File: src/rtl/stream_demux_n_if.sv
// Stream demultiplexer bus bundle.
//   Upstream: in_valid/in_ready/in_data/in_sel/in_bcast (single producer).
//   Downstream: out_valid/out_ready/out_data, one lane per channel;
//   channel k occupies out_data[k*DATA_W +: DATA_W].
// Modports:
//   master - environment side: drives the producer beat and the consumer readies.
//   slave  - demux side: drives in_ready and the per-channel outputs.
interface stream_demux_n_if #(
  parameter int DATA_W = 8,
  parameter int N_OUT  = 8,
  parameter int SEL_W  = $clog2(N_OUT)
);
  logic                    in_valid;
  logic                    in_ready;
  logic [DATA_W-1:0]       in_data;
  logic [SEL_W-1:0]        in_sel;
  logic                    in_bcast;
  logic [N_OUT-1:0]        out_valid;
  logic [N_OUT-1:0]        out_ready;
  logic [N_OUT*DATA_W-1:0] out_data;

  modport master (
    output in_valid, in_data, in_sel, in_bcast, out_ready,
    input  in_ready, out_valid, out_data
  );

  modport slave (
    input  in_valid, in_data, in_sel, in_bcast, out_ready,
    output in_ready, out_valid, out_data
  );
endinterface

File: src/rtl/stream_demux_n.sv
// Registered 1-to-N stream demultiplexer with broadcast.
// Each input beat goes to the channel picked by in_sel, or to every channel
// when in_bcast is set. Every channel has a one-entry holding register with
// its own valid/ready handshake. Beats with an out-of-range select are
// consumed without delivery and counted.
// Ports:
//   clk         - system clock, rising edge
//   rst_n       - synchronous active-low reset
//   bus         - stream_demux_n_if.slave (input beat + per-channel outputs)
//   sel_err_cnt - saturating count of dropped out-of-range beats
module stream_demux_n #(
  parameter int DATA_W = 8,
  parameter int N_OUT  = 8,
  parameter int SEL_W  = $clog2(N_OUT),
  parameter int ERR_W  = 8
) (
  input  logic             clk,
  input  logic             rst_n,
  stream_demux_n_if.slave  bus,
  output logic [ERR_W-1:0] sel_err_cnt
);

  logic [N_OUT-1:0]  valid_reg;
  logic [DATA_W-1:0] data_reg [N_OUT];
  logic [ERR_W-1:0]  err_cnt_reg;

  logic [N_OUT-1:0]  target;
  logic [N_OUT-1:0]  free;
  logic [N_OUT-1:0]  blocked;
  logic              accept;
  logic              sel_bad;
  logic [N_OUT*DATA_W-1:0] out_data_flat;

  genvar gi;
  generate
    for (gi = 0; gi < N_OUT; gi++) begin : g_chan
      localparam logic [SEL_W-1:0] IDX = SEL_W'(gi);

      // No channel matches an out-of-range select, so its mask is all zero.
      assign target[gi]  = bus.in_bcast | (bus.in_sel == IDX);
      // A slot draining this cycle can be refilled in the same cycle.
      assign free[gi]    = ~valid_reg[gi] | bus.out_ready[gi];
      assign blocked[gi] = target[gi] & ~free[gi];

      always_ff @(posedge clk) begin
        if (!rst_n) begin
          valid_reg[gi] <= 1'b0;
          data_reg[gi]  <= '0;
        end else if (accept && target[gi]) begin
          // Load has priority over a concurrent drain.
          valid_reg[gi] <= 1'b1;
          data_reg[gi]  <= bus.in_data;
        end else if (valid_reg[gi] && bus.out_ready[gi]) begin
          valid_reg[gi] <= 1'b0;
        end
      end

      // A stalled beat must hold still until taken.
      a_stall_stable: assert property (@(posedge clk) disable iff (!rst_n)
        (valid_reg[gi] && !bus.out_ready[gi]) |=> (valid_reg[gi] && $stable(data_reg[gi])));
    end
  endgenerate

  // Broadcast is all-or-nothing: any blocked target channel stalls the beat.
  assign bus.in_ready = ~|blocked;
  assign accept       = bus.in_valid & bus.in_ready;
  assign sel_bad      = ~bus.in_bcast & ~|target;

  always_ff @(posedge clk) begin
    if (!rst_n) begin
      err_cnt_reg <= '0;
    end else if (accept && sel_bad && (err_cnt_reg != {ERR_W{1'b1}})) begin
      err_cnt_reg <= err_cnt_reg + 1'b1;
    end
  end

  always_comb begin
    out_data_flat = '0;
    for (int k = 0; k < N_OUT; k++) begin
      out_data_flat[k*DATA_W +: DATA_W] = data_reg[k];
    end
  end

  assign bus.out_valid = valid_reg;
  assign bus.out_data  = out_data_flat;
  assign sel_err_cnt   = err_cnt_reg;

  a_no_overrun: assert property (@(posedge clk) disable iff (!rst_n)
    bus.in_ready |-> ~|(target & valid_reg & ~bus.out_ready));

endmodule
File: src/flat_wrapper.sv
// flat-port wrapper written by rule: the top's interface ports become plain ports
module stream_demux_n_flat 
#(
  parameter int DATA_W = 8,
  parameter int N_OUT  = 8,
  parameter int SEL_W  = $clog2(N_OUT),
  parameter int ERR_W  = 8
)
  (clk, rst_n, sel_err_cnt, bus_in_valid, bus_in_data, bus_in_sel, bus_in_bcast, bus_out_ready, bus_in_ready, bus_out_valid, bus_out_data);
  stream_demux_n_if #(.DATA_W(DATA_W), .N_OUT(N_OUT), .SEL_W(SEL_W)) bus_i ();
  input  logic clk;
  input  logic rst_n;
  output logic [ERR_W-1:0] sel_err_cnt;
  input wire logic [$bits(bus_i.in_valid)-1:0] bus_in_valid;
  input wire logic [$bits(bus_i.in_data)-1:0] bus_in_data;
  input wire logic [$bits(bus_i.in_sel)-1:0] bus_in_sel;
  input wire logic [$bits(bus_i.in_bcast)-1:0] bus_in_bcast;
  input wire logic [$bits(bus_i.out_ready)-1:0] bus_out_ready;
  output wire logic [$bits(bus_i.in_ready)-1:0] bus_in_ready;
  output wire logic [$bits(bus_i.out_valid)-1:0] bus_out_valid;
  output wire logic [$bits(bus_i.out_data)-1:0] bus_out_data;
  assign bus_i.in_valid = bus_in_valid;
  assign bus_i.in_data = bus_in_data;
  assign bus_i.in_sel = bus_in_sel;
  assign bus_i.in_bcast = bus_in_bcast;
  assign bus_i.out_ready = bus_out_ready;
  assign bus_in_ready = bus_i.in_ready;
  assign bus_out_valid = bus_i.out_valid;
  assign bus_out_data = bus_i.out_data;
  stream_demux_n #(.DATA_W(DATA_W), .N_OUT(N_OUT), .SEL_W(SEL_W), .ERR_W(ERR_W)) u_core (.clk(clk), .rst_n(rst_n), .bus(bus_i), .sel_err_cnt(sel_err_cnt));
endmodule
File: config.mk
export PLATFORM = sky130hd
export DESIGN_NAME = stream_demux_n_flat
export DESIGN_NICKNAME = d
export VERILOG_FILES = /design/src/rtl/stream_demux_n_if.sv /design/src/rtl/stream_demux_n.sv /design/src/flat_wrapper.sv
export SDC_FILE = /design/constraint.sdc
export NUM_CORES = 1
export LEC_CHECK = 0
export ABC_CLOCK_PERIOD_IN_PS = 4450
export BUFFER_PORTS_ARGS = -buffer_cell sky130_fd_sc_hd__clkbuf_2
export CAP_MARGIN = 20
export CORE_MARGIN = 10
export CORE_UTILIZATION = 40
export DETAILED_ROUTE_END_ITERATION = 7
export PLACE_DENSITY = 0.67
export REMOVE_ABC_BUFFERS = 1
export SETUP_SLACK_MARGIN = 0.3
export SLEW_MARGIN = 25
export SYNTH_ARGS = -nofsm -noshare
export SYNTH_HDL_FRONTEND = slang
export SYNTH_SLANG_ARGS = --single-unit
File: constraint.sdc
create_clock -name clk -period 4.45 [get_ports clk]
set_input_delay 0.6675 -clock clk [delete_from_list [all_inputs] [get_ports clk]]
set_output_delay 0.6675 -clock clk [all_outputs]
set_load 0.005 [all_outputs]
# After elaboration in Yosys (flattened, before gate mapping)
# Memories as Yosys holds them, arrays and structs flattened.
# Cells that the tools add are included.
# classes
div_mod_pow	0
order_cmp	0
n_reduce_logical	31
addsub	1
bitwise_logic	51
n_mul	0
mux	49
eq_ne	8
shifts	0
# ops
operator	n
2-to-1 mux 8 bit	8
2-to-1 mux 1 bit	41
bitwise OR 1 bit	24
logical AND 1 bit	18
inverter 1 bit	17
nonzero test 2 bit	8
OR reduction 8 bit	2
equality test 3 bit, second input constant	4
bitwise AND 1 bit	10
adder 8 x 1 -> 8 bit, second input constant	1
!= test 8 bit, second input constant	1
equality test 3 x 2 -> 1 bit, second input constant	2
equality test 3 x 1 -> 1 bit, second input constant	1
zero test 3 bit	1
zero test 1 bit	2
# totals
register_bits	16
ram_bits	64
wordCells	150
memories	1
latch_bits	0
in_bits	23
rom_bits	0
# mem_list
name	depth	word_bits	read_ports	rd_clocked_by_memory_dff	wr	line	rtl
u_core.data_reg	8	8	8	0	8	stream_demux_n.sv:24	logic [DATA_W-1:0] data_reg [N_OUT];

# Logic depth before layout (Yosys ltp)
# Gate-level depths: netlist (run 1).
# depth
depth_word	12
ltp_mapped	7
mapped_depth_nobuf	4

# Least setup slack after synthesis (run 1)
# OpenSTA, ideal clock, no wires.
# synth_path
kind	in2reg
from	in bus_in_sel[1]
to	mem u_core.data_reg[1][2] (netlist: u_core.data_reg[0][10]), enable pin
arrival_ns	2.196
path_slack_ns	1.867
stages	6
cell_sequence	buf_2 and3b_1 o21ai_2 nand4_2 buf_6 o31ai_1
# synth_rtl
item	line	rtl
start: declaration	flat_wrapper.sv:16	input wire logic [$bits(bus_i.in_sel)-1:0] bus_in_sel;
end: declaration	stream_demux_n.sv:24	

# Final worst setup path (run 1)
# layout_path
from	in bus_in_bcast
to	out bus_in_ready
# layout_via
elab_chain_cells	4
elab_cells_between_ends	18
classes_between	bitwise: 16; reduce/logical: 2
# layout_rtl
item	line	rtl
start: declaration	flat_wrapper.sv:17	input wire logic [$bits(bus_i.in_bcast)-1:0] bus_in_bcast;
bitwise OR 1 bit	stream_demux_n.sv:40	assign target[gi] = bus.in_bcast | (bus.in_sel == IDX);
bitwise AND 1 bit	stream_demux_n.sv:43	assign blocked[gi] = target[gi] & ~free[gi];
OR reduction 8 bit *	stream_demux_n.sv:65	assign bus.in_ready = ~|blocked;
zero test 1 bit *	stream_demux_n.sv:65	
end: declaration	flat_wrapper.sv:19	output wire logic [$bits(bus_i.in_ready)-1:0] bus_in_ready;
# Every way passes the cells marked *; elsewhere a longest branch is shown, timed or not.

==> metrics.md, run 1 <==
| Metric | Value |
|---|---|
| Endpoints failing setup | `0` |
| Clk_skew | `0.0127 ns` |
| Kind of critical path | `primary input to output port` |
| CTS HTree Levels | `3` |
| Synth cell types | `34` |
| # port buffers | `103` |
| Placed insts | `611` |
| Routed WL | `10600 um` |
| Pre-Repair DR Iteration Count | `5` |
| Status | `complete, no violations` |
| Worst setup SP type | `primary input` |
| Reg2reg start | `u_core.bus.out_valid[4]` |
| Initial antenna violation count | `0` |
| Top Ports | `104` |
| Clock-pin slew on the worst setup and hold paths | `0.08 ns` |
| Synth top area share | `48.7%` |
| Worst Setup End Kind | `output port` |
| Cell taking the most area after synthesis | `edfxtp_1` |
| Max Cap Viol | `0` |
| Mapped Area | `3940 um2` |
| Max-slew violations | `0` |
| Tmin final | `3.13 ns` |
| Worst R2R End | `u_core.data_reg[1][12]` |
| Vias per cell | `5.18` |
| Final cell count without fillers | `627` |
| Ys flop type | `edfxtp_1` |
| Avg WL per Cell | `16.9 um` |
| All-Layer GR Usage | `14.9%` |
| Setup tns final | `0 ns` |
| Starting DRC count in detailed routing | `252` |
| Post-synth EDFFs | `64` |
| CP required | `3.78 ns` |
| Clock latency on the worst-skew pair | `0.37 ns` |
| Critical path origin | `bus_in_bcast` |
| Hold_buf cts | `0` |
| Clk buf depth | `2` |
| Routed Antenna Nets | `0` |
| Leading post-synthesis cells by cell area | `edfxtp_1 49%, nor3_1 8.3%, dfxtp_1 8.1%, nand2_1 6.6%, nor2_1 5.4%` |
| Ant. Diodes | `0` |
| Synth warnings | `0` |
| DIE AREA | `14200 um2` |
| CTS Sinks | `80` |
| Setup crit end | `bus_in_ready` |
| Vias in the first global route | `3169` |
| Worst reg2reg setup slack | `2.06 ns` |
| Die W | `119 um` |
| Remaining DRCs | `0` |
| Std-Cell Rows | `36` |
| Yosys reg bits | `80` |
| Reg2reg path depth | `5` |
| TritonCTS clock tree | `done` |
| First-pass GRT wire length | `16800 um` |
| Post-route cell area | `4680 um2` |
| Die H | `119 um` |
| Area delta synth->final | `18.7%` |
| Cell Pwr Density | `351 nW/um2` |
| Post-DP Area | `4500 um2` |
| Syn Inst Count | `406` |
| NumNets Final | `512` |
| Leak pwr | `2.07 nW` |
| Avg Inst Size Synth | `9.71 um2` |
| Largest register FFs | `64` |
| Clock Root Buffer | `clkbuf_8` |
| Relative slew slack | `46.0%` |
| Crit share post-route | `70.3%` |
| Hold crit path type | `flop to flop` |
| RSZ-0062 raised after global routing | `no` |
| Slew @ Worst Pin | `0.787 ns` |
| TritonCTS buffer count | `9` |
| Pin count of the biggest net entering global routing | `42` |
| Post-synth ARST share | `0%` |
| Final Hold Vio Count | `0` |
| Final Wtd Congestion | `0.812` |
| Post-cts sizing count | `0` |
| Worst vdd ir | `0.000127 V` |
| Commonest cells in the netlist | `69 x nand2_1, 65 x nor3_1, 64 x edfxtp_1` |
| Core area | `9680 um2` |
| Cell with the most instances after synthesis | `nand2_1` |
| GRT Residual Overflow | `0` |
| Overall via count from detail_route | `3249` |
| Post-CTS Setup Inserts | `0` |
| Worst Path Max Fanout | `41` |
| Starting Density | `40.7%` |
| Seq/Total Area, Yosys | `56.9%` |
| Layout cells sized above 1 | `27.9%` |
| Critical path arrival | `2.46 ns` |
| Max Clk Rate | `320 MHz` |
| Detailed placer's ending HPWL | `7450 um` |
## final cells by class
type	instances	area (um2)
Multi-Input combinational cell	280	1490
Clock inverter	4	23.8
Clock buffer	12	156
Inverter	7	26.3
Timing Repair Buffer	111	576
Tap cell	133	166
Fill cell	879	5000
Sequential cell	80	2240
## report_power, final
part / leakage (nW) / internal (mW) / switching, mW
Clock: 0.0967 / 0.237 / 0.263
Combinational: 1.17 / 0.0887 / 0.167
Sequential: 0.808 / 0.870 / 0.0186
Total: 2.07 / 1.20 / 0.449
## routing by layer
| layer | GRT usage (%) | wire length [um] | up-vias |
|---|---|---|---|
| met1 | 17.7 | 4490 | 1513 |
| met5 | 0 | 0 | - |
| met3 | 5.86 | 909 | 26 |
| met2 | 22.7 | 4880 | 118 |
| li1 | - | - | 1592 |
| met4 | 7.94 | 331 | 0 |
## logic make-up (layout without fill, tap and decap cells)
kind of cell	Yosys count	count (layout)	synth area share, %
AO/OA/AOI/OAI	28	28	6.44
buffers and inverters	46	134	5.46
multiplexers	3	3	0.825
flip-flops	80	80	56.9
AND/OR/NAND/NOR	249	249	30.4
## stage by stage
step	utilization [%]	worst slack, ns	total power, mW	hold WS, ns
2_1_floorplan	-	1.22	1.03	0.455
3_3_place_gp	46.4	1.41	1.16	0.441
3_5_place_dp	46.4	1.33	1.16	0.443
4_1_cts	48.3	1.35	1.66	0.467
5_1_grt	48.3	1.08	1.72	0.485
6_report	48.3	1.32	1.65	0.465
## cell usage in the layout, fill, tap and decap left out, drive strengths merged, types with 7 or more instances in the layout
| cell type | Yosys | layout |
|---|---|---|
| and2 | 9 | 9 |
| buf | 19 | 8 |
| clkbuf | 20 | 115 |
| dfxtp | 16 | 16 |
| edfxtp | 64 | 64 |
| inv | 7 | 10 |
| nand2 | 69 | 69 |
| nand3 | 10 | 10 |
| nand3b | 10 | 10 |
| nor2 | 57 | 57 |
| nor2b | 8 | 8 |
| nor3 | 65 | 65 |
| o21ai | 7 | 7 |
| o31ai | 9 | 9 |
| o41ai | 7 | 7 |
| or4 | 8 | 8 |
## worst max-delay path, stage by stage
cell      delay [ns]
clkbuf_2        0.28
a31oi_1         0.64
nand2b_1        0.23
nand4_2         0.09
buf_4           0.27
nor2_1          0.13
clkbuf_2        0.13
## worst min-delay path by stage
stage	startpoint	to	slack, ns	cells past startpoint
2_1_floorplan	u_core.sel_err_cnt[0]	u_core.sel_err_cnt[0]	0.45	1
4_1_cts	u_core.sel_err_cnt[3]	u_core.sel_err_cnt[3]	0.47	1
3_3_place_gp	u_core.sel_err_cnt[3]	u_core.sel_err_cnt[3]	0.44	1
3_5_place_dp	u_core.sel_err_cnt[3]	u_core.sel_err_cnt[3]	0.44	1
6_report	u_core.sel_err_cnt[3]	u_core.sel_err_cnt[3]	0.46	1
5_1_grt	u_core.sel_err_cnt[4]	u_core.sel_err_cnt[4]	0.48	1
Power figures use the tool's default switching activity.
==> run 2: changes to the inputs <==
--- a/config.mk
+++ b/config.mk
@@ -5,7 +5,7 @@
 export SDC_FILE = /design/constraint.sdc
 export NUM_CORES = 1
 export LEC_CHECK = 0
-export ABC_CLOCK_PERIOD_IN_PS = 4450
+export ABC_CLOCK_PERIOD_IN_PS = 3250
 export BUFFER_PORTS_ARGS = -buffer_cell sky130_fd_sc_hd__clkbuf_2
 export CAP_MARGIN = 20
 export CORE_MARGIN = 10
==> constraint.sdc (replaced) <==
create_clock -name clk -period 3.25 [get_ports clk]
set_input_delay 0.4875 -clock clk [delete_from_list [all_inputs] [get_ports clk]]
set_output_delay 0.4875 -clock clk [all_outputs]
set_load 0.005 [all_outputs]
==> run 2 against run 1 <==
Effect of this change:
- via count up 0.86%
- hold slack got worse by 0.0026 ns
- cell count rose by 3.5%
- final area increased by 4.6%
- combinational power increased by 46%
- largest cell class unchanged
==> metrics.md, run 2 (same netlist as run 1, synthesis figures left out) <==
| Metric | Value |
|---|---|
| Status | `complete, no violations (unchanged)` |
| Relative slew slack | `53.6% (was 46.0%)` |
| Slew @ Worst Pin | `0.695 ns (was 0.787 ns)` |
| CTS HTree Levels | `3 (unchanged)` |
| Commonest non-fill, non-tap cell in the layout | `clkbuf_2 (unchanged)` |
| Hold crit path type | `flop to flop (unchanged)` |
| Std-Cell Rows | `36 (unchanged)` |
| Worst setup SP type | `primary input (unchanged)` |
| Pin count of the biggest net entering global routing | `34 (was 42)` |
| Max Cap Viol | `0 (unchanged)` |
| Hold_buf cts | `0 (unchanged)` |
| Starting Density | `40.7% (unchanged)` |
| Die W | `119 um (unchanged)` |
| Routed Antenna Nets | `0 (unchanged)` |
| CP required | `2.76 ns (was 3.78 ns)` |
| Clock-pin slew on the worst setup and hold paths | `0.08 ns (about the same)` |
| Starting DRC count in detailed routing | `187 (was 252)` |
| Commonest cells after routing, fill and taps aside | `103 x clkbuf_2, 69 x nand2_1, 65 x nor3_1, 64 x edfxtp_1, 57 x nor2_1 (unchanged)` |
| CTS Sinks | `80 (unchanged)` |
| Worst Setup End Kind | `output port (unchanged)` |
| Die H | `119 um (unchanged)` |
| Initial antenna violation count | `0 (unchanged)` |
| Tmin final | `2.70 ns` |
| NumNets Final | `534 (was 512)` |
| Area delta synth->final | `24.2% (was 18.7%)` |
| Ant. Diodes | `0 (unchanged)` |
| Clk_skew | `0.00677 ns (was 0.0127 ns)` |
| Final Hold Vio Count | `0 (unchanged)` |
| Avg WL per Cell | `16.4 um (was 16.9 um)` |
| Leak pwr | `2.19 nW (was 2.07 nW)` |
| Cell Pwr Density | `501 nW/um2 (was 351 nW/um2)` |
| Routed WL | `10700 um (was 10600 um)` |
| TritonCTS clock tree | `done (unchanged)` |
| Worst Path Max Fanout | `33 (was 41)` |
| TritonCTS buffer count | `9 (unchanged)` |
| Max-slew violations | `0 (unchanged)` |
| RSZ-0062 raised after global routing | `no (unchanged)` |
| Core area | `9680 um2 (unchanged)` |
| Remaining DRCs | `0 (unchanged)` |
| Critical path arrival | `2.21 ns (was 2.46 ns)` |
| Clock Root Buffer | `clkbuf_8 (unchanged)` |
| Endpoints failing setup | `0 (unchanged)` |
| Worst vdd ir | `0.000244 V (was 0.000127 V)` |
| Pre-Repair DR Iteration Count | `4 (was 5)` |
| All-Layer GR Usage | `14.7% (was 14.9%)` |
| Placed insts | `633 (was 611)` |
| GRT Residual Overflow | `0 (unchanged)` |
| Setup tns final | `0 ns (unchanged)` |
| DIE AREA | `14200 um2 (unchanged)` |
| Max Clk Rate | `371 MHz` |
| Layout cells sized above 1 | `30.8% (was 27.9%)` |
| Top Ports | `104 (unchanged)` |
| First-pass GRT wire length | `16600 um (was 16800 um)` |
| Post-CTS Setup Inserts | `0 (unchanged)` |
| Clk buf depth | `2 (unchanged)` |
| # port buffers | `103 (unchanged)` |
| Crit share post-route | `83.0%` |
| Final Wtd Congestion | `0.868 (was 0.812)` |
| Vias in the first global route | `3137 (was 3169)` |
| Vias per cell | `5.05 (was 5.18)` |
| Clock latency on the worst-skew pair | `0.36 ns (was 0.37 ns)` |
| Overall via count from detail_route | `3277 (was 3249)` |
| Largest register FFs | `64 (unchanged)` |
| Detailed placer's ending HPWL | `7520 um (was 7450 um)` |
| Worst reg2reg setup slack | `0.94 ns (was 2.06 ns)` |
| Post-cts sizing count | `0 (unchanged)` |
| Final cell count without fillers | `649 (was 627)` |
| Kind of critical path | `primary input to output port (unchanged)` |
[run 2: cell types whose count changed in the layout (fill, tap and decap cells not counted), moves of 2 or more]
cell	change
clkinvlp_4	+2
inv_4	-3
buf_4	+22
bufinv_16	+3
[run 2: final cells by class]
| cell class | instances | area (um2) |
|---|---|---|
| fill | 887 | 4790 |
| sequential | 80 | 2240 |
| multi-input combinational | 280 | 1490 |
| timing repair buffer | 133 | 741 |
| tap | 133 | 166 |
| clock buffer | 11 | 131 |
| clock inverter | 5 | 105 |
| inverter | 7 | 26.3 |
[run 2: routing by layer]
metal,vias up,wire length [um],track usage (%)
met3,24,987,6.38
li1,1637,-,-
met4,0,286,5.88
met1,1493,4530,17.7
met5,-,0,0
met2,123,4870,22.7
[run 2: final timing paths]
path	depth (start not counted)	end	start
max	7	bus_in_ready	bus_in_bcast
min	1	u_core.sel_err_cnt[1]	u_core.sel_err_cnt[1]
max reg2reg	4	u_core.data_reg[1][26]	u_core.bus.out_valid[4]
min reg2reg	1	u_core.sel_err_cnt[1]	u_core.sel_err_cnt[1]
[run 2: power breakdown]
part           switching, mW  internal (mW)
Sequential            0.0249           1.19
Combinational          0.233          0.140
Clock                  0.356          0.510
Total                  0.614           1.84
[run 2: critical path: stages]
cell,delay [ns]
clkbuf_2,0.29
a31oi_1,0.61
nand2b_1,0.22
nand4_2,0.09
buf_4,0.26
nor2_1,0.12
clkbuf_2,0.13
[run 2: per-stage QoR]
step	hold slack, ns	total power [mW]	util (%)	setup slack [ns]	area (um2)
2_1_floorplan	0.455	1.41	-	0.203	3750
3_3_place_gp	0.442	1.61	48.1	0.634	4660
3_5_place_dp	0.445	1.61	48.1	0.539	4660
4_1_cts	0.466	2.48	50.6	0.550	4900
5_1_grt	0.477	2.56	50.6	0.356	4900
6_report	0.462	2.46	50.6	0.554	4900
==> run 3: changes to the inputs <==
--- a/config.mk
+++ b/config.mk
@@ -5,13 +5,14 @@
 export SDC_FILE = /design/constraint.sdc
 export NUM_CORES = 1
 export LEC_CHECK = 0
-export ABC_CLOCK_PERIOD_IN_PS = 3250
+export ABC_AREA = 1
+export ABC_CLOCK_PERIOD_IN_PS = 2700
 export BUFFER_PORTS_ARGS = -buffer_cell sky130_fd_sc_hd__clkbuf_2
 export CAP_MARGIN = 20
 export CORE_MARGIN = 10
 export CORE_UTILIZATION = 40
 export DETAILED_ROUTE_END_ITERATION = 7
-export PLACE_DENSITY = 0.67
+export PLACE_DENSITY = 0.68
 export REMOVE_ABC_BUFFERS = 1
 export SETUP_SLACK_MARGIN = 0.3
 export SLEW_MARGIN = 25
==> constraint.sdc (replaced) <==
create_clock -name clk -period 2.7 [get_ports clk]
set_input_delay 0.405 -clock clk [delete_from_list [all_inputs] [get_ports clk]]
set_output_delay 0.405 -clock clk [all_outputs]
set_load 0.005 [all_outputs]
==> run 3 against run 2 <==
Effect of this change:
- flip-flop and latch count unchanged
- utilization about the same
- die area decreased by 7.1%
- combinational power rose by 12%
- clock skew is 0.0094 ns higher
- final area decreased by 9.6%
- total power grew 7.5%
- sequential share of layout area rose by 4.9 points
- non-clock buffer count decreased by 25
- hold slack lost 0.13 ns
- sequential power grew 20%
- area after synthesis down 8.4%
- highest routed layer unchanged
==> metrics.md, run 3 <==
| Metric | Value |
|---|---|
| Compound-Gate Fraction of Synth Area | `1.94% (was 6.44%)` |
| Commonest cells after routing, fill and taps aside | `103 x clkbuf_2, 64 x nor3_2, 64 x edfxtp_1, 31 x nand2_1, 25 x inv_1 (was 103 x clkbuf_2, 69 x nand2_1, 65 x nor3_1, 64 x edfxtp_1, 57 x nor2_1)` |
| Max Clk Rate | `525 MHz` |
| Final Wtd Congestion | `0.765 (was 0.868)` |
| Post-cts sizing count | `0 (unchanged)` |
| Worst vdd ir | `0.000227 V (was 0.000244 V)` |
| Routed WL | `8880 um (was 10700 um)` |
| Endpoints failing setup | `0 (unchanged)` |
| Worst Path Max Fanout | `6 (was 33)` |
| Die W | `115 um (was 119 um)` |
| Relative slew slack | `62.5% (was 53.6%)` |
| Remaining DRCs | `0 (unchanged)` |
| Area of the multi-input gates | `1210 um2 (was 1490 um2)` |
| Core area | `8760 um2 (was 9680 um2)` |
| Clock-pin slew on the worst setup and hold paths | `0.08 ns (about the same)` |
| Simple-gate share of the synthesized area | `31.6% (was 30.4%)` |
| Final-layout fill cell count | `781 (was 887)` |
| Layout cells sized above 1 | `59.4% (was 30.8%)` |
| Clk_skew | `0.0161 ns (was 0.00677 ns)` |
| Commonest cells in the netlist | `64 x edfxtp_1, 64 x nor3_2, 31 x nand2_1 (was 69 x nand2_1, 65 x nor3_1, 64 x edfxtp_1)` |
| Worst-path cell with the longest stage delay | `nor4_1 (was a31oi_1)` |
| Top Ports | `104 (unchanged)` |
| Post-CTS Setup Inserts | `0 (unchanged)` |
| Sw power | `736 uW (was 614 uW)` |
| CTS Sinks | `80 (unchanged)` |
| Detailed placer's ending HPWL | `6540 um (was 7520 um)` |
| Seq/Total Area, Yosys | `62.1% (was 56.9%)` |
| Setup crit end | `bus_in_ready (unchanged)` |
| Adder-cell area share of the yosys netlist | `0% (unchanged)` |
| Synth cell types | `17 (was 34)` |
| Hold crit path type | `primary input to flop (was flop to flop)` |
| Vias in the first global route | `2323 (was 3137)` |
| Leading post-synthesis cells by cell area | `edfxtp_1 53%, nor3_2 18%, dfxtp_1 8.9%, nand4_4 4.7%, nand2_1 3.2% (was edfxtp_1 49%, nor3_1 8.3%, dfxtp_1 8.1%, nand2_1 6.6%, nor2_1 5.4%)` |
| Starting Density | `41.2% (was 40.7%)` |
| Combinational power share | `15.8% (was 15.2%)` |
| Post-synth ARST share | `0% (unchanged)` |
| NumNets Final | `395 (was 534)` |
| CP Cell Sequence | `clkbuf_2, inv_2, nand3_1, nand2_2, nand2_2, nand2_4, nor4_1, clkbuf_2 (was clkbuf_2, a31oi_1, nand2b_1, nand4_2, buf_4, nor2_1, clkbuf_2)` |
| Internal power | `1.90 mW (was 1.84 mW)` |
| Hold_buf cts | `0 (unchanged)` |
| Leak pwr | `1.86 nW (was 2.19 nW)` |
| Clock Root Buffer | `clkbuf_8 (unchanged)` |
| Clock Power Share | `28.5% (was 35.3%)` |
| Mapped Area | `3610 um2 (was 3940 um2)` |
| Crit share post-route | `70.5%` |
| First-pass GRT wire length | `13600 um (was 16600 um)` |
| Max-slew violations | `0 (unchanged)` |
| Overall via count from detail_route | `2371 (was 3277)` |
| Worst setup SP type | `primary input (unchanged)` |
| Worst Setup End Kind | `output port (unchanged)` |
| Ys flop type | `edfxtp_1 (unchanged)` |
| CP required | `2.30 ns (was 2.76 ns)` |
| Synth warnings | `0 (unchanged)` |
| Clk buf depth | `2 (unchanged)` |
| Area delta synth->final | `22.7% (was 24.2%)` |
| Reg2reg start | `u_core.bus.out_valid[7] (was u_core.bus.out_valid[4])` |
| Ant. Diodes | `0 (unchanged)` |
| Pin count of the biggest net entering global routing | `36 (was 34)` |
| Critical path arrival | `1.50 ns (was 2.21 ns)` |
| Largest register FFs | `64 (unchanged)` |
| Switching part of the total power | `27.9% (was 25.0%)` |
| Avg WL per Cell | `18.3 um (was 16.4 um)` |
| Tmin final | `1.90 ns` |
| Max Cap Viol | `0 (unchanged)` |
| Post-synth EDFFs | `64 (unchanged)` |
| Critical path origin | `bus_in_sel[0] (was bus_in_bcast)` |
| CP top delay family | `simple AND/OR/NAND/NOR gates (was buffers and inverters)` |
| Slew @ Worst Pin | `0.562 ns (was 0.695 ns)` |
| Routed Antenna Nets | `0 (unchanged)` |
| Final Hold Vio Count | `0 (unchanged)` |
| Worst path bufs/invs | `3 (unchanged)` |
| # port buffers | `103 (unchanged)` |
| Starting DRC count in detailed routing | `104 (was 187)` |
| Synth Area in XOR/XNOR | `0% (unchanged)` |
| GRT Residual Overflow | `0 (unchanged)` |
| TritonCTS clock tree | `done (unchanged)` |
| Largest family of logic cells by synthesized area | `simple AND/OR/NAND/NOR gates (unchanged)` |
| Cell taking the most area after synthesis | `edfxtp_1 (unchanged)` |
| DIE AREA | `13200 um2 (was 14200 um2)` |
| Worst R2R End | `u_core.data_reg[0][12] (was u_core.data_reg[1][26])` |
| Initial antenna violation count | `0 (unchanged)` |
| Pre-Repair DR Iteration Count | `4 (unchanged)` |
| Vias per cell | `4.89 (was 5.05)` |
| Sequential Area | `2240 um2 (unchanged)` |
| Clock latency on the worst-skew pair | `0.35 ns (was 0.36 ns)` |
| Syn Inst Count | `264 (was 406)` |
| Std-Cell Rows | `34 (was 36)` |
| Avg Inst Size Synth | `13.7 um2 (was 9.71 um2)` |
| Reg2reg path depth | `7 (was 4)` |
| Status | `complete, no violations (unchanged)` |
| Worst reg2reg setup slack | `0.86 ns (was 0.94 ns)` |
| Cell depth of the worst setup path | `8 (was 7)` |
| Setup tns final | `0 ns (unchanged)` |
| Yosys reg bits | `80 (unchanged)` |
| Sequential share of power | `55.7% (was 49.5%)` |
| Kind of critical path | `primary input to output port (unchanged)` |
| Cell Pwr Density | `596 nW/um2 (was 501 nW/um2)` |
| CP peak stage delay | `0.37 ns (was 0.61 ns)` |
| Final total power | `2.64 mW (was 2.46 mW)` |
| Mux cell area share after synthesis | `0% (was 0.825%)` |
| Synth top area share | `53.2% (was 48.7%)` |
| TritonCTS buffer count | `9 (unchanged)` |
| RSZ-0062 raised after global routing | `no (unchanged)` |
| All-Layer GR Usage | `13.5% (was 14.7%)` |
| Die H | `115 um (was 119 um)` |
| Commonest non-fill, non-tap cell in the layout | `clkbuf_2 (unchanged)` |
| CTS HTree Levels | `3 (unchanged)` |
## run 3: cell count changes after synthesis, sizes merged, moves of 10 or more
cell    previous run  this run
buf               19         1
clkbuf            20        10
inv                7        29
nand2             69        46
nand3b            10         0
nor2              57        11
## run 3: power groups by stage
stage | clock network (mW) | registers, mW | logic [mW]
after global routing | 0.820 | 1.48 | 0.460
after global placement | 0 | 1.50 | 0.419
after floorplan | 0 | 1.50 | 0.214
after CTS | 0.767 | 1.47 | 0.427
final | 0.754 | 1.47 | 0.417
after detailed placement | 0 | 1.50 | 0.426
## run 3: worst min path at each step
| stage | from | slack (ns) | cells past startpoint | endpoint |
|---|---|---|---|---|
| 5_1_grt | bus_out_ready[7] | 0.34 | 4 | u_core.bus.out_valid[7] |
| 3_3_place_gp | u_core.sel_err_cnt[6] | 0.41 | 2 | u_core.sel_err_cnt[6] |
| 4_1_cts | bus_out_ready[5] | 0.33 | 4 | u_core.bus.out_valid[5] |
| 6_report | bus_out_ready[1] | 0.33 | 4 | u_core.bus.out_valid[1] |
| 3_5_place_dp | u_core.sel_err_cnt[7] | 0.42 | 2 | u_core.sel_err_cnt[7] |
| 2_1_floorplan | u_core.sel_err_cnt[0] | 0.42 | 2 | u_core.sel_err_cnt[0] |
## run 3: layout make-up
type,instances,area share (%)
inverters,29,2.54
clock inverters,6,0.763
well taps,108,3.05
multi-input cells,144,27.4
flip-flops and latches,80,50.6
clock buffers,10,2.88
repair buffers,108,12.8
## run 3: worst min-delay path, delay by kind of cell
family	cells	cell delay, ns
AO/OA/AOI/OAI	1	0.05
buffers and inverters	1	0.08
AND/OR/NAND/NOR	2	0.12
## run 3: cells by family (layout without fill, tap and decap cells)
family / count (synthesis) / count (layout)
AOI/OAI and AO/OA: 8 / 8
buffers and inverters: 40 / 153
DFF: 80 / 80
and+or+nand+nor: 136 / 136
## run 3: per-stage QoR
stage | hold WS [ns] | instance area (um2) | std cells | setup WS [ns] | utilization [%]
3_3_place_gp | 0.413 | 4270 | 469 | 0.521 | 48.7
5_1_grt | 0.345 | 4430 | 485 | 0.699 | 50.5
6_report | 0.332 | 4430 | 485 | 0.796 | 50.5
2_1_floorplan | 0.424 | 3560 | 253 | 0.816 | -
3_5_place_dp | 0.417 | 4270 | 469 | 0.477 | 48.7
4_1_cts | 0.325 | 4430 | 485 | 0.789 | 50.5
## run 3: layer usage
| metal | vias to the layer above | share of wire (%) | track usage, % | routed length [um] |
|---|---|---|---|---|
| li1 | 1142 | - | - | - |
| met1 | 1109 | 43 | 17.2 | 3850 |
| met2 | 112 | 44 | 20.0 | 3890 |
| met3 | 8 | 12 | 5.99 | 1050 |
| met4 | 0 | 1.1 | 4.21 | 94 |
| met5 | - | 0 | 0 | 0 |
